===== src/rtl/softfloat_pkg.sv =====
// Shared softfloat constants: exception flag bits, binary64 field geometry,
// one-hot FSM encodings and operand classification.
package softfloat_pkg;

    localparam logic [31:0] INEXACT   = 32'd1;
    localparam logic [31:0] DIVBYZERO = 32'd2;
    localparam logic [31:0] UNDERFLOW = 32'd4;
    localparam logic [31:0] OVERFLOW  = 32'd8;
    localparam logic [31:0] INVALID   = 32'd16;

    localparam logic [10:0] EXP_MAX    = 11'h7FF;
    localparam int          FRAC_W     = 52;
    localparam int          ROUND_BITS = 10;

    localparam logic [3:0] ST1 = 4'b0001;
    localparam logic [3:0] ST2 = 4'b0010;
    localparam logic [3:0] ST3 = 4'b0100;
    localparam logic [3:0] ST4 = 4'b1000;

    typedef struct packed {
        logic zero;
        logic inf;
        logic nan;
        logic snan;
    } class_t;

    function automatic class_t classify(input logic [63:0] op);
        class_t c;
        c.zero = (op[62:52] == 11'd0)     && (op[51:0] == 52'd0);
        c.inf  = (op[62:52] == EXP_MAX)   && (op[51:0] == 52'd0);
        c.nan  = (op[62:52] == EXP_MAX)   && (op[51:0] != 52'd0);
        c.snan = c.nan && !op[51];
        return c;
    endfunction

    function automatic logic is_subnormal(input logic [63:0] op);
        return (op[62:52] == 11'd0) && (op[51:0] != 52'd0);
    endfunction

endpackage


===== src/rtl/clz64.sv =====
// Combinational 64-bit leading-zero counter; an all-zero input returns 64.
module clz64 (
    input  logic [63:0] i_x,
    output logic [6:0]  o_cnt
);

    always_comb begin
        o_cnt = 7'd64;
        // Ascending scan: the highest set bit is the last one to write.
        for (int i = 0; i < 64; i++) begin
            if (i_x[i]) begin
                o_cnt = 7'(63 - i);
            end
        end
    end

endmodule


===== src/rtl/unpack_float64.sv =====
// binary64 unpack front end: splits and classifies the operand, normalising
// subnormals over two extra cycles, with an ap_ctrl_hs block handshake.
module unpack_float64
    import softfloat_pkg::*;
#(
    parameter int EXP_W = 12,
    parameter int SIG_W = 64
) (
    input  logic             ap_clk,
    input  logic             ap_rst_n,
    input  logic             ap_start,
    output logic             ap_done,
    output logic             ap_idle,
    output logic             ap_ready,
    input  logic [63:0]      a,
    input  logic [31:0]      float_exception_flag_i,
    output logic [31:0]      float_exception_flag_o,
    output logic             float_exception_flag_o_ap_vld,
    output logic             zSign,
    output logic [EXP_W-1:0] zExp,
    output logic [SIG_W-1:0] zSig,
    output logic             is_zero,
    output logic             is_inf,
    output logic             is_nan,
    output logic             is_snan
);

    logic [3:0]        r_state;
    logic [3:0]        w_state_next;
    logic [FRAC_W-1:0] r_frac;
    logic [6:0]        r_clz;
    logic              r_sign,     r_hold_sign;
    logic [EXP_W-1:0]  r_exp,      r_hold_exp;
    logic [SIG_W-1:0]  r_sig,      r_hold_sig;
    class_t            r_cls,      r_hold_cls;

    logic              w_st1, w_st2, w_st3, w_st4;
    logic              w_cap, w_in_sub, w_flag_set;
    class_t            w_in_cls, w_out_cls;
    logic [EXP_W-1:0]  w_cap_exp;
    logic [SIG_W-1:0]  w_cap_sig;
    logic [6:0]        w_clz, w_sc;
    logic [63:0]       w_sub_sig;

    assign w_st1    = r_state[0];
    assign w_st2    = r_state[1];
    assign w_st3    = r_state[2];
    assign w_st4    = r_state[3];
    assign w_cap    = w_st1 & ap_start;
    assign w_in_cls = classify(a);
    assign w_in_sub = is_subnormal(a);

    clz64 u_clz (
        .i_x   ({12'd0, r_frac}),
        .o_cnt (w_clz)
    );

    // Shift so the leading one of the fraction lands on the hidden-bit position.
    assign w_sc      = r_clz - 7'd11;
    assign w_sub_sig = (64'(r_frac) << w_sc) << ROUND_BITS;

    always_comb begin
        w_cap_exp = '0;
        w_cap_sig = '0;
        if (w_in_cls.inf || w_in_cls.nan) begin
            w_cap_exp = EXP_W'(EXP_MAX);
            w_cap_sig = SIG_W'(64'(a[51:0]) << ROUND_BITS);
        end else if (a[62:52] != 11'd0) begin
            w_cap_exp = EXP_W'(a[62:52]) - EXP_W'(1);
            w_cap_sig = SIG_W'(64'({1'b1, a[51:0]}) << ROUND_BITS);
        end
    end

    always_comb begin
        w_state_next = r_state;
        case (r_state)
            ST1:     if (ap_start) w_state_next = w_in_sub ? ST2 : ST4;
            ST2:     w_state_next = ST3;
            ST3:     w_state_next = ST4;
            ST4:     w_state_next = ST1;
            default: w_state_next = ST1;
        endcase
    end

    always_ff @(posedge ap_clk or negedge ap_rst_n) begin
        if (!ap_rst_n) begin
            r_state     <= ST1;
            r_frac      <= '0;
            r_clz       <= '0;
            r_sign      <= 1'b0;
            r_exp       <= '0;
            r_sig       <= '0;
            r_cls       <= '0;
            r_hold_sign <= 1'b0;
            r_hold_exp  <= '0;
            r_hold_sig  <= '0;
            r_hold_cls  <= '0;
        end else begin
            r_state <= w_state_next;
            if (w_cap) begin
                r_frac <= a[51:0];
                r_sign <= a[63];
                r_exp  <= w_cap_exp;
                r_sig  <= w_cap_sig;
                r_cls  <= w_in_cls;
            end
            if (w_st2) begin
                r_clz <= w_clz;
            end
            if (w_st3) begin
                r_exp <= EXP_W'(0) - EXP_W'(w_sc);
                r_sig <= SIG_W'(w_sub_sig);
            end
            if (w_st4) begin
                r_hold_sign <= r_sign;
                r_hold_exp  <= r_exp;
                r_hold_sig  <= r_sig;
                r_hold_cls  <= r_cls;
            end
        end
    end

    assign zSign     = w_st4 ? r_sign : r_hold_sign;
    assign zExp      = w_st4 ? r_exp  : r_hold_exp;
    assign zSig      = w_st4 ? r_sig  : r_hold_sig;
    assign w_out_cls = w_st4 ? r_cls  : r_hold_cls;
    assign is_zero   = w_out_cls.zero;
    assign is_inf    = w_out_cls.inf;
    assign is_nan    = w_out_cls.nan;
    assign is_snan   = w_out_cls.snan;

    assign ap_done  = w_st4 | (w_st1 & ~ap_start);
    assign ap_ready = w_st4;
    assign ap_idle  = w_st1 & ~ap_start;

    // Signalling NaNs raise invalid only in the cycle the operand is accepted.
    assign w_flag_set                    = w_cap & w_in_cls.snan;
    assign float_exception_flag_o        = float_exception_flag_i | (w_flag_set ? INVALID : 32'd0);
    assign float_exception_flag_o_ap_vld = w_flag_set;

endmodule


===== config.mk =====
export PLATFORM = sky130hd
export DESIGN_NAME = unpack_float64
export DESIGN_NICKNAME = d
export VERILOG_FILES = /design/src/rtl/softfloat_pkg.sv /design/src/rtl/clz64.sv /design/src/rtl/unpack_float64.sv
export SDC_FILE = /design/constraint.sdc
export NUM_CORES = 1
export LEC_CHECK = 0
export ABC_AREA = 1
export CORE_ASPECT_RATIO = 1.1
export CORE_MARGIN = 1.5
export CORE_UTILIZATION = 30
export DETAILED_ROUTE_END_ITERATION = 8
export PLACE_DENSITY_LB_ADDON = 0.1
export SYNTH_ARGS = -nofsm -noshare
export SYNTH_HDL_FRONTEND = slang
export SYNTH_HIERARCHICAL = 1
export SYNTH_SLANG_ARGS = --single-unit
export TNS_END_PERCENT = 1

===== constraint.sdc =====
create_clock -name ap_clk -period 8.55 [get_ports ap_clk]
set_input_delay 1.71 -clock ap_clk [delete_from_list [all_inputs] [get_ports ap_clk]]
set_output_delay 1.71 -clock ap_clk [all_outputs]
set_load 0.02 [all_outputs]

# Yosys cells after proc, flatten, opt, wreduce, memory -nomap -nowiden
# Cells that the tools add are included.
# totals
word_cells	112
output_inout_bits	117
inputBits	99
reg_bits	225
# classes
bitwise	6
shift	1
addsub	3
n_eq_ne	5
n_mux	68
reduce_logical	12
# ops
op	count
$mux W7	52
$mux W64	3
$mux W63	2
$mux W12	5
$shl A52 B7 Y54	1
$logic_not A52 Y1	1
$reduce_bool A52 Y1	1
$or A32 B5 Y32	1
$mux W4	3
$pmux W4 S3	1
$sub A11 B1 Y12 const B	1
$eq A11 B11 Y1 const B	1
$logic_not A11 Y1	1
$reduce_bool A11 Y1	1
$sub A1 B7 Y8 const A	1
$sub A7 B4 Y7 const B	1
$logic_and A1 B1 Y1	5
$mux W5	1
$eq A4 B1 Y1 const B	1
$eq A4 B2 Y1 const B	1
$eq A4 B3 Y1 const B	1
$and A1 B1 Y1	3
$ne A2 B2 Y1 const B	1
$reduce_bool A2 Y1	1
5 further kinds	5

# Logic depth before layout (Yosys ltp)
# logic_depth
depth_word	52
depth_mapped	65

# By module
# Netlist, hierarchy kept.
# by_module_without_submodules
module	area_each_um2	cells_per_inst	n_inst
unpack_float64	12619.6	1778	1
clz64	1029.7	226	1

# Worst setup path after synthesis
# Ideal clock, no wire load.
# synth_timing
path_kind	input-to-output
from	in a[52]
to	out float_exception_flag_o[4]
n_path_buf	0
cell_stages	7
path_slack_ns	4.272
required_time_ns	6.840
arrival_ns	2.568
path_cell_list	ha_1 -> nand2_1 -> nor2_1 -> nand4_1 -> nor2_1 -> nand3_1 -> nand2_1
# synth_via
elab_chain_cells	6
# synth_lines
item	line_no	source
from (decl)	unpack_float64.sv:15	input logic [63:0] a,
$eq A11 B11 Y1	softfloat_pkg.sv:31	c.nan = (op[62:52] == EXP_MAX) && (op[51:0] != 52'd0);
$logic_and A1 B1 Y1	softfloat_pkg.sv:31	
$logic_and A1 B1 Y1	softfloat_pkg.sv:32	c.snan = c.nan && !op[51];
$and A1 B1 Y1	unpack_float64.sv:137	assign w_flag_set = w_cap & w_in_cls.snan;
$mux W5	unpack_float64.sv:138	assign float_exception_flag_o = float_exception_flag_i | (w_flag_set ? INVALID : 32'd0);
$or A32 B5 Y32	unpack_float64.sv:138	
to (decl)	unpack_float64.sv:17	output logic [31:0] float_exception_flag_o,
# No other way between the ends.

# Worst setup path after layout
# layout_timing
from	in a[21]
to	out float_exception_flag_o[4]
# layout_via
elab_chain_cells	6
# layout_lines
item	line_no
$reduce_bool A52 Y1	softfloat_pkg.sv:31
$logic_and A1 B1 Y1	softfloat_pkg.sv:31
$logic_and A1 B1 Y1	softfloat_pkg.sv:32
$and A1 B1 Y1	unpack_float64.sv:137
$mux W5	unpack_float64.sv:138
$or A32 B5 Y32	unpack_float64.sv:138
# No other way between the ends.

==> metrics <==
Hold-fix buffers, CTS=0; area share of the largest cell type after synthesis=39.23%; crit-path cells=clkdlybuf4s50_1 -> nor4_1 -> nand4_1 -> nor2_1 -> nand2_1 -> nand3_1 -> nand2_1 -> clkdlybuf4s50_1; final hold violations=0; hold path depth=2; syn_area_per_cell=6.811 um2; Crit path max-delay family=simple AND/OR/NAND/NOR gates; clock latency on the worst-skew pair=0.56 ns; fin cells=2684; Clock Skews=0.01466 ns; synth cell count leaders=686 x nand2_1, 374 x nand3_1, 214 x dfrtp_1; maximum clock rate=163.3 MHz; Unique masters post-synth=47; Pre-antenna DRT Iters=5; total number of vias=13350; worst reg2reg setup slack=4.54 ns; Resize count post-CTS=0; met1 Track Usage GR=31.76%; cell row count=81; Post-synth EDFFs=0; remaining antenna violation count=0; pwr/cell area=213.4 nW/um2; Clock transition at path regs=0.07 ns; worst r2r src=r_frac[1]; Worst EP arrival=4.41 ns; period utilization=71.62%; Place WS=2.530 ns; die height=226.7 um; initial DRC count=1217; synthesis-stage register bit count=215; RSZ-0062 raised after global routing=no; diode count=0; met2 usage=35.47%; Worst VDD drop=0.0001351 V; met3 Use GR=4.168%; YS warnings=6; GPL Wtd Cong=0.9073; cell leakage power=7.690 nW; clock root buffer=clkbuf_16; Die Wd=206.4 um; CTS buffer count=26; CP max stage cell=nor4_1; cell taking the most area after synthesis=dfrtp_1; Detailed Route WL=52.55 mm; most frequent cell after synthesis=nand2_1; Async SR Flop Fraction=100.0%; worst hold margin=0.4677 ns; die area=46790 um2; CP Launch Type=input port; ranking of synthesized cells by area=dfrtp_1 39%, nand2_1 19%, nand3_1 14%; all-layer global routing usage=22.64%; hold path startpoint=r_hold_sig[40]; Layout Nets=2187; TritonCTS clock tree=yes; worst min-delay path category=register to register; Clock Sink Count=215; initial antenna violation count=1; CORE AREA=44690 um2; final max-slew violation count=0; cells after synthesis=2004; port bufs=153; WHS Endpoint=r_hold_sig[40]; Setup Buffers After CTS=0; filler cell count=4843; Relative slew margins=32.76%; min cycle time layout=6.124 ns; Seq/Total Area, Yosys=39.43%; Final Total Pwr=0.003459 W; area delta synth->final=18.78%; Setup crit end kind=output pin; pin count of the biggest net entering global routing=102; WL per Instance=19.58 um; post-route setup slack=2.426 ns; CTS H-Tree Depth=1; CP max stage delay=0.70 ns; GRT busiest layer=met2; critical path class=input port to output pin; stages on the worst setup path=8; r2r endpoint=r_clz[0]; final setup fails=0; starting density of the core=30.54%; # DRC=0; data required time at the worst endpoint=6.84 ns; Cell Area, Synth=13650 um2; Post-DP HPWL=39.15 mm; CTS Buffer Depth=3; Reg2Reg Depth=65; gr ovfl total=0; status=finished clean; Top-Level Pins=216; setup TNS=0 ns; worst path bufs/invs=2; worst slew pin tran=1.009 ns; share of layout cells above drive strength 1=4.945%; first-pass GRT wire length=80.13 mm; Primary FF master, synth=dfrtp_1; number of global-route vias before repair=12860; Placed Cells=2637; max_cap viols=0; peak fanout along the critical path=5; vias per std cell=4.975
[cell families (layout without fill, tap and decap cells)]
| family | Yosys count | after routing | share of synthesized area (%) |
|---|---|---|---|
| compound gates | 207 | 207 | 8.122 |
| xor+xnor | 8 | 8 | 0.5133 |
| buf+inv | 301 | 374 | 11.39 |
| flops | 215 | 215 | 39.43 |
| fa+ha+maj | 4 | 4 | 0.3667 |
| other cells | 1 | 27 | 0.02747 |
| simple gates | 1268 | 1268 | 40.16 |
[how the worst max path moves through the flow]
stage / from / to / slack, ns
finish: a[21] / float_exception_flag_o[4] / 2.43
global route: a[28] / float_exception_flag_o[4] / 2.43
CTS: a[20] / float_exception_flag_o[4] / 2.53
detailed placement: a[20] / float_exception_flag_o[4] / 2.53
global placement: a[20] / float_exception_flag_o[4] / 2.50
floorplan: a[52] / float_exception_flag_o[4] / 4.27
[flip-flops by register name, summed over array words and instances (netlist names)]
register,cells
r_hold_sig,64
r_sig,54
r_frac,52
r_exp,12
r_hold_exp,12
r_clz,7
r_cls,4
r_hold_cls,4
r_state,4
r_hold_sign,1
r_sign,1
[worst min-delay path, delay by kind of cell, from the launching register on]
kind | cells | cell delay, ns
flops | 1 | 0.32
simple gates | 2 | 0.11
[cell type report]
type                       count  area, um2  share of cell area [%]
clock buffer                  39      750.7                   4.630
clock inverter                 8      172.7                   1.065
inverter                     162      730.7                   4.507
multi-input combinational   1514       6822                   42.07
sequential                   215       5384                   33.21
tap                          581      726.9                   4.484
timing repair buffer         165       1627                   10.03
[placed cells by master (no fill, tap or decap), types with 6 or more instances in the layout]
cell type        instances
a21oi_1                 85
a22oi_1                  8
buf_4                   12
bufinv_8                 8
clkbuf_1                 9
clkbuf_16               27
clkdlybuf4s50_1        152
conb_1                  27
dfrtp_1                212
inv_1                  139
inv_2                   11
nand2_1                685
nand2_2                  8
nand3_1                374
nand3b_1                 6
nand4_1                 19
nor2_1                 136
nor4_1                  17
o21ai_0                 80
o21ai_1                 13
[stage by stage]
| stage | area [um2] | util (%) |
|---|---|---|
| floorplan | 13750 | - |
| finish | 16210 | 36.28 |
| global route | 16210 | 36.28 |
| CTS | 16210 | 36.28 |
| global placement | 15290 | 34.21 |
| detailed placement | 15290 | 34.21 |
[per-layer routing]
layer	wire length, um	vias to the layer above
li1	-	6620
met1	24030	6294
met2	23710	374
met3	3465	64
met4	1334	0
met5	0	-
[power by group]
part	total, W	internal [W]	switching (W)
sequential	0.00129	0.00118	0.000106
clock	0.00122	0.000755	0.000465
combinational	0.000949	0.000362	0.000587
total	0.00346	0.00230	0.00116
No activity file was read; power rests on OpenSTA's default activity.
